## src/rtl/avalon_mm_cmd_master_if.sv

```systemverilog
// Command port and Avalon-MM bus of avalon_mm_cmd_master, grouped in one bundle.
//   cmd_*   : valid/ready command input (cmd_ready driven by the master)
//   rsp_*   : one-cycle response pulse with read data and error flag
//   err_count : saturating count of error responses
//   avm_*   : Avalon-MM master signals toward the register slave
// Modport "master" is the view of avalon_mm_cmd_master. Modport "slave" is the
// view of whatever drives commands and models the Avalon slave.
interface avalon_mm_cmd_master_if #(
  parameter int ADDR_WIDTH = 11,
  parameter int DATA_WIDTH = 32
);
  localparam int BE_W = DATA_WIDTH / 8;

  logic                  cmd_valid;
  logic                  cmd_ready;
  logic                  cmd_write;
  logic [ADDR_WIDTH-1:0] cmd_address;
  logic [BE_W-1:0]       cmd_byteenable;
  logic [DATA_WIDTH-1:0] cmd_writedata;

  logic                  rsp_valid;
  logic [DATA_WIDTH-1:0] rsp_readdata;
  logic                  rsp_error;
  logic [7:0]            err_count;

  logic [ADDR_WIDTH-1:0] avm_address;
  logic [BE_W-1:0]       avm_byteenable;
  logic                  avm_read;
  logic                  avm_write;
  logic [DATA_WIDTH-1:0] avm_writedata;
  logic [DATA_WIDTH-1:0] avm_readdata;
  logic                  avm_waitrequest;

  modport master (
    input  cmd_valid, cmd_write, cmd_address, cmd_byteenable, cmd_writedata,
    input  avm_readdata, avm_waitrequest,
    output cmd_ready, rsp_valid, rsp_readdata, rsp_error, err_count,
    output avm_address, avm_byteenable, avm_read, avm_write, avm_writedata
  );

  modport slave (
    output cmd_valid, cmd_write, cmd_address, cmd_byteenable, cmd_writedata,
    output avm_readdata, avm_waitrequest,
    input  cmd_ready, rsp_valid, rsp_readdata, rsp_error, err_count,
    input  avm_address, avm_byteenable, avm_read, avm_write, avm_writedata
  );
endinterface

```

## src/rtl/avalon_mm_cmd_master.sv

```systemverilog
// Single-outstanding Avalon-MM master. Accepts one command at a time on a
// valid/ready port, runs it as an Avalon read or write honouring waitrequest,
// and returns a one-cycle response. A transfer whose waitrequest stays high
// for TIMEOUT edges is aborted and answered with an error; a command with no
// byte lanes enabled is answered with an error without touching the bus.
// Ports:
//   iClk    : clock, rising edge
//   nReset  : synchronous, active-low reset
//   bus     : command/response/Avalon bundle (master modport)
// Parameters: ADDR_WIDTH, DATA_WIDTH, TIMEOUT (1..255).
module avalon_mm_cmd_master #(
  parameter int ADDR_WIDTH = 11,
  parameter int DATA_WIDTH = 32,
  parameter int TIMEOUT    = 16
) (
  input  logic                   iClk,
  input  logic                   nReset,
  avalon_mm_cmd_master_if.master bus
);

  localparam logic [7:0] WAIT_LAST = 8'(TIMEOUT - 1);

  typedef enum logic [1:0] {
    IDLE = 2'd0,
    BUS  = 2'd1,
    RESP = 2'd2
  } state_t;

  state_t     state;
  logic [7:0] wait_cnt;

  function automatic logic [7:0] sat_inc(input logic [7:0] v);
    return (v == 8'hFF) ? v : v + 8'd1;
  endfunction

  assign bus.cmd_ready = (state == IDLE);

  always_ff @(posedge iClk) begin
    if (!nReset) begin
      state              <= IDLE;
      wait_cnt           <= '0;
      bus.avm_address    <= '0;
      bus.avm_byteenable <= '0;
      bus.avm_read       <= 1'b0;
      bus.avm_write      <= 1'b0;
      bus.avm_writedata  <= '0;
      bus.rsp_valid      <= 1'b0;
      bus.rsp_error      <= 1'b0;
      bus.rsp_readdata   <= '0;
      bus.err_count      <= '0;
    end else begin
      case (state)
        IDLE: begin
          if (bus.cmd_valid) begin
            if (bus.cmd_byteenable != '0) begin
              // Word-align by clearing the two low address bits.
              bus.avm_address    <= bus.cmd_address & ~ADDR_WIDTH'(3);
              bus.avm_byteenable <= bus.cmd_byteenable;
              bus.avm_writedata  <= bus.cmd_writedata;
              bus.avm_read       <= ~bus.cmd_write;
              bus.avm_write      <= bus.cmd_write;
              wait_cnt           <= '0;
              state              <= BUS;
            end else begin
              bus.rsp_valid     <= 1'b1;
              bus.rsp_error     <= 1'b1;
              bus.rsp_readdata  <= '0;
              bus.err_count     <= sat_inc(bus.err_count);
              state             <= RESP;
            end
          end
        end

        BUS: begin
          // Completion is checked first so a release on the last allowed
          // edge still counts as a normal transfer.
          if (!bus.avm_waitrequest) begin
            bus.avm_read     <= 1'b0;
            bus.avm_write    <= 1'b0;
            bus.rsp_valid    <= 1'b1;
            bus.rsp_error    <= 1'b0;
            bus.rsp_readdata <= bus.avm_read ? bus.avm_readdata : '0;
            state            <= RESP;
          end else if (wait_cnt == WAIT_LAST) begin
            bus.avm_read     <= 1'b0;
            bus.avm_write    <= 1'b0;
            bus.rsp_valid    <= 1'b1;
            bus.rsp_error    <= 1'b1;
            bus.rsp_readdata <= '0;
            bus.err_count    <= sat_inc(bus.err_count);
            state            <= RESP;
          end else begin
            wait_cnt <= wait_cnt + 8'd1;
          end
        end

        RESP: begin
          bus.rsp_valid    <= 1'b0;
          bus.rsp_error    <= 1'b0;
          bus.rsp_readdata <= '0;
          state            <= IDLE;
        end

        default: state <= IDLE;
      endcase
    end
  end

endmodule
```

## src/flat_wrapper.sv

```systemverilog
// flat-port wrapper written by rule: the top's interface ports become plain ports
module avalon_mm_cmd_master_flat 
#(
  parameter int ADDR_WIDTH = 11,
  parameter int DATA_WIDTH = 32,
  parameter int TIMEOUT    = 16
)
  (iClk, nReset, bus_cmd_valid, bus_cmd_write, bus_cmd_address, bus_cmd_byteenable, bus_cmd_writedata, bus_avm_readdata, bus_avm_waitrequest, bus_cmd_ready, bus_rsp_valid, bus_rsp_readdata, bus_rsp_error, bus_err_count, bus_avm_address, bus_avm_byteenable, bus_avm_read, bus_avm_write, bus_avm_writedata);
  avalon_mm_cmd_master_if #(.ADDR_WIDTH(ADDR_WIDTH), .DATA_WIDTH(DATA_WIDTH)) bus_i ();
  input  logic iClk;
  input  logic nReset;
  input wire logic [$bits(bus_i.cmd_valid)-1:0] bus_cmd_valid;
  input wire logic [$bits(bus_i.cmd_write)-1:0] bus_cmd_write;
  input wire logic [$bits(bus_i.cmd_address)-1:0] bus_cmd_address;
  input wire logic [$bits(bus_i.cmd_byteenable)-1:0] bus_cmd_byteenable;
  input wire logic [$bits(bus_i.cmd_writedata)-1:0] bus_cmd_writedata;
  input wire logic [$bits(bus_i.avm_readdata)-1:0] bus_avm_readdata;
  input wire logic [$bits(bus_i.avm_waitrequest)-1:0] bus_avm_waitrequest;
  output wire logic [$bits(bus_i.cmd_ready)-1:0] bus_cmd_ready;
  output wire logic [$bits(bus_i.rsp_valid)-1:0] bus_rsp_valid;
  output wire logic [$bits(bus_i.rsp_readdata)-1:0] bus_rsp_readdata;
  output wire logic [$bits(bus_i.rsp_error)-1:0] bus_rsp_error;
  output wire logic [$bits(bus_i.err_count)-1:0] bus_err_count;
  output wire logic [$bits(bus_i.avm_address)-1:0] bus_avm_address;
  output wire logic [$bits(bus_i.avm_byteenable)-1:0] bus_avm_byteenable;
  output wire logic [$bits(bus_i.avm_read)-1:0] bus_avm_read;
  output wire logic [$bits(bus_i.avm_write)-1:0] bus_avm_write;
  output wire logic [$bits(bus_i.avm_writedata)-1:0] bus_avm_writedata;
  assign bus_i.cmd_valid = bus_cmd_valid;
  assign bus_i.cmd_write = bus_cmd_write;
  assign bus_i.cmd_address = bus_cmd_address;
  assign bus_i.cmd_byteenable = bus_cmd_byteenable;
  assign bus_i.cmd_writedata = bus_cmd_writedata;
  assign bus_i.avm_readdata = bus_avm_readdata;
  assign bus_i.avm_waitrequest = bus_avm_waitrequest;
  assign bus_cmd_ready = bus_i.cmd_ready;
  assign bus_rsp_valid = bus_i.rsp_valid;
  assign bus_rsp_readdata = bus_i.rsp_readdata;
  assign bus_rsp_error = bus_i.rsp_error;
  assign bus_err_count = bus_i.err_count;
  assign bus_avm_address = bus_i.avm_address;
  assign bus_avm_byteenable = bus_i.avm_byteenable;
  assign bus_avm_read = bus_i.avm_read;
  assign bus_avm_write = bus_i.avm_write;
  assign bus_avm_writedata = bus_i.avm_writedata;
  avalon_mm_cmd_master #(.ADDR_WIDTH(ADDR_WIDTH), .DATA_WIDTH(DATA_WIDTH), .TIMEOUT(TIMEOUT)) u_core (.iClk(iClk), .nReset(nReset), .bus(bus_i));
endmodule
```

## config.mk

```make
export PLATFORM = sky130hd
export DESIGN_NAME = avalon_mm_cmd_master_flat
export DESIGN_NICKNAME = d
export VERILOG_FILES = /design/src/rtl/avalon_mm_cmd_master_if.sv /design/src/rtl/avalon_mm_cmd_master.sv /design/src/flat_wrapper.sv
export SDC_FILE = /design/constraint.sdc
export NUM_CORES = 1
export LEC_CHECK = 0
export ABC_AREA = 1
export CORE_MARGIN = 8
export CORE_UTILIZATION = 45
export CTS_CLUSTER_SIZE = 40
export DETAILED_ROUTE_END_ITERATION = 8
export PLACE_DENSITY = 0.91
export SKIP_LAST_GASP = 1
export SYNTH_ARGS = -nofsm -noshare
export SYNTH_HDL_FRONTEND = slang
export SYNTH_SLANG_ARGS = --single-unit
```

## constraint.sdc

```tcl
create_clock -name iClk -period 4.17 [get_ports iClk]
set_input_delay 1.0425 -clock iClk [delete_from_list [all_inputs] [get_ports iClk]]
set_output_delay 1.0425 -clock iClk [all_outputs]
set_load 0.005 [all_outputs]
```

==> impl_metrics.json <==
{
  "status": "complete, no violations",
  "multi_input_area_um2": 1740,
  "rrSetupSlack_ns": 2.31,
  "vias": 3871,
  "ioPinCount": 176,
  "drive_above_1_share_pct": 8.09,
  "hold_end": "u_core.bus.rsp_readdata[23]",
  "syn_inst": 515,
  "cp.arrival_ns": 2.73,
  "post-cts-setup-buffers": 0,
  "powerDensity_nw_per_um2": 379,
  "relSlewSlack_pct": 50.2,
  "synth-compound-area-share_pct": 13.9,
  "antenna_found_initial": 0,
  "ys.warnings.count": 0,
  "drt_iter0_drc": 154,
  "endpoint_kind": "flop",
  "nets": 761,
  "die-area_um2": 12100,
  "hpwl_um": 8640,
  "r2r_cells": 6,
  "grt_pass1_vias": 3838,
  "synth_fa_ha_area_share_pct": 0.632,
  "cts.path.max_buffers": 2,
  "antenna_cells": 0,
  "worst_pin_slew_ns": 0.747,
  "cts_tree": "built",
  "r2r-end": "u_core.bus.rsp_readdata[29]",
  "final_cell_mix": "171 x clkdlybuf4s50_1, 126 x nor2_1, 100 x nand2_1, 99 x dfxtp_1, 49 x o21ai_0",
  "synthXorXnorAreaFrac_pct": 0.885,
  "fin_crit_ns": 2.51,
  "synthArstFlopShare_pct": 0,
  "synth_seq_area_share_pct": 50.1,
  "die_y_um": 110,
  "peakVddDrop_uv": 235,
  "wl_per_cell_um": 14.5,
  "fin_crit_sh_pct": 60.3,
  "syn-cell-area_um2": 3960,
  "finalSetupViolations": 0,
  "setup_tns_ns": 0,
  "min_from": "u_core.bus.rsp_readdata[23]",
  "synth_top_family_by_area": "simple AND/OR/NAND/NOR gates",
  "track_usage_pct": 18.8,
  "clk_latency_ns": 0.35,
  "setup_ws_ns": 1.66,
  "num_rows": 34,
  "core_area_um2": 8640,
  "viasPerCell": 4.91,
  "cts_hold_buf": 0,
  "synth-simple-area-share_pct": 28.3,
  "numCtsBuffers": 9,
  "synth_edf_count": 0,
  "grt_setup_unrepaired": "false",
  "hold_viol": 0,
  "io_buffers": 171,
  "seq_area_um2": 1980,
  "worst_hold_path_type": "flop to flop",
  "ys_seq_elements": 99,
  "root_buffer": "clkbuf_8",
  "drtPass1Iterations": 4,
  "cts_resized": 0,
  "muxShareOfSynthArea_pct": 0,
  "drv_cap": 0,
  "fillerInstances": 689,
  "globalplace.congestion": 0.782,
  "post-route-drc-count": 0,
  "cp.required_ns": 4.39,
  "final_util_pct": 68.5,
  "p_leak_nw": 2.24,
  "crit_path_start_kind": "input pin",
  "hold_depth": 2,
  "numClockSinks": 99,
  "start_util_pct": 45.8,
  "die_x_um": 110,
  "reg2reg_from": "u_core.wait_cnt[0]",
  "slew_viol_final": 0,
  "path_class": "input pin to flop",
  "grt_overflow": 0,
  "grt_max_degree": 60,
  "clk_pin_slew_worst_paths_ns": 0.08,
  "syn-mean-instance-area_um2": 7.69,
  "pre_cts_ws_ns": 1.29,
  "skew_ns": 0.0135,
  "cp_max_fo": 34,
  "grt_pass1_wl_um": 18200,
  "syn_to_final_growth_pct": 49.5,
  "layout_commonest_cell": "clkdlybuf4s50_1",
  "h-tree-depth": 3,
  "wirelength_um": 11400,
  "max_freq_mhz": 398,
  "synth.distinct_cells": 27,
  "drtAntennaViolNets": 0,
  "whs_ns": 0.465,
  "synth_flop_cell": "dfxtp_1"
}
[layout make-up]
cell class,instances,share of cell area (%)
multi-input combinational,371,29.4
sequential,99,33.5
timing repair buffer,175,29.4
tap,108,2.28
clock inverter,5,1.82
clock buffer,11,2.39
inverter,19,1.20
[cells in the mapped netlist (2+ instances only)]
| library cell | number | area [um^2] |
|---|---|---|
| nor2_2 | 3 | 18.8 |
| nor2_1 | 126 | 473 |
| nand2_1 | 100 | 375 |
| clkbuf_1 | 9 | 33.8 |
| nand3_2 | 2 | 20.0 |
| dfxtp_1 | 99 | 1980 |
| nand3_1 | 16 | 80.1 |
| buf_4 | 3 | 22.5 |
| xor2_1 | 4 | 35.0 |
| nand2_2 | 8 | 50.1 |
| inv_2 | 4 | 15.0 |
| a21oi_2 | 9 | 78.8 |
| o21ai_0 | 49 | 245 |
| nand2_4 | 3 | 33.8 |
| buf_2 | 9 | 45.0 |
| a21oi_1 | 38 | 190 |
| buf_6 | 6 | 67.6 |
| ha_1 | 2 | 25.0 |
| nor2_4 | 3 | 33.8 |
| inv_1 | 15 | 56.3 |
[state kept, by name, indices dropped and copies added (netlist names)]
signal,count
u_core.bus.err_count,8
u_core.bus.avm_read,1
u_core.bus.avm_write,1
u_core.bus.avm_writedata,32
u_core.bus.rsp_error,1
u_core.wait_cnt,8
u_core.bus.avm_address,9
u_core.state,2
u_core.bus.rsp_readdata,32
u_core.bus.rsp_valid,1
u_core.bus.avm_byteenable,4
[critical path: stages]
cell and delay (ns):
clkdlybuf4s50_1 0.43, nor2_1 0.11, nand2_1 0.15, o21ai_1 0.32, nand3_4 0.41, nand2_1 0.17, a21oi_1 0.08
[how the worst max path moves through the flow]
stage | from | endpoint | slack [ns] | cells after the start
6_report | bus_cmd_byteenable[3] | u_core.bus.rsp_readdata[29] | 1.66 | 7
5_1_grt | bus_cmd_byteenable[3] | u_core.bus.rsp_readdata[29] | 1.51 | 7
4_1_cts | u_core.state[0] | bus_cmd_ready | 1.66 | 2
3_5_place_dp | bus_cmd_byteenable[3] | u_core.bus.rsp_readdata[29] | 1.29 | 7
3_3_place_gp | bus_cmd_byteenable[3] | u_core.bus.rsp_readdata[18] | 1.36 | 7
2_1_floorplan | bus_cmd_byteenable[2] | u_core.bus.rsp_readdata[18] | 2.11 | 7
[metal layers]
layer  vias to the layer above  wire length [um]  GRT usage (%)
met2                       146              5610           32.6
met5                         -                 0              0
met3                        15              1290           8.56
li1                       1953                 -              -
met1                      1757              4350           19.9
met4                         0               187           6.17
[through the flow]
step           power, mW  std cells  area [um^2]
2_1_floorplan       1.29        516         3960
3_3_place_gp        1.51        772         5670
3_5_place_dp        1.53        772         5670
4_1_cts             2.27        788         5920
5_1_grt             2.36        788         5920
6_report            2.24        788         5920
[power by group]
group          switching [mW]  internal [mW]
logic                   0.213          0.237
clock network           0.322          0.419
registers              0.0416           1.01
[cell families after synthesis]
group | Yosys count
AOI/OAI and AO/OA | 100
buffers and inverters | 46
and+or+nand+nor | 263
adders and majority gates | 2
xor gates and xnor gates | 4
other | 1
DFF | 99
Note: power is estimated with default switching activity, not from simulation.
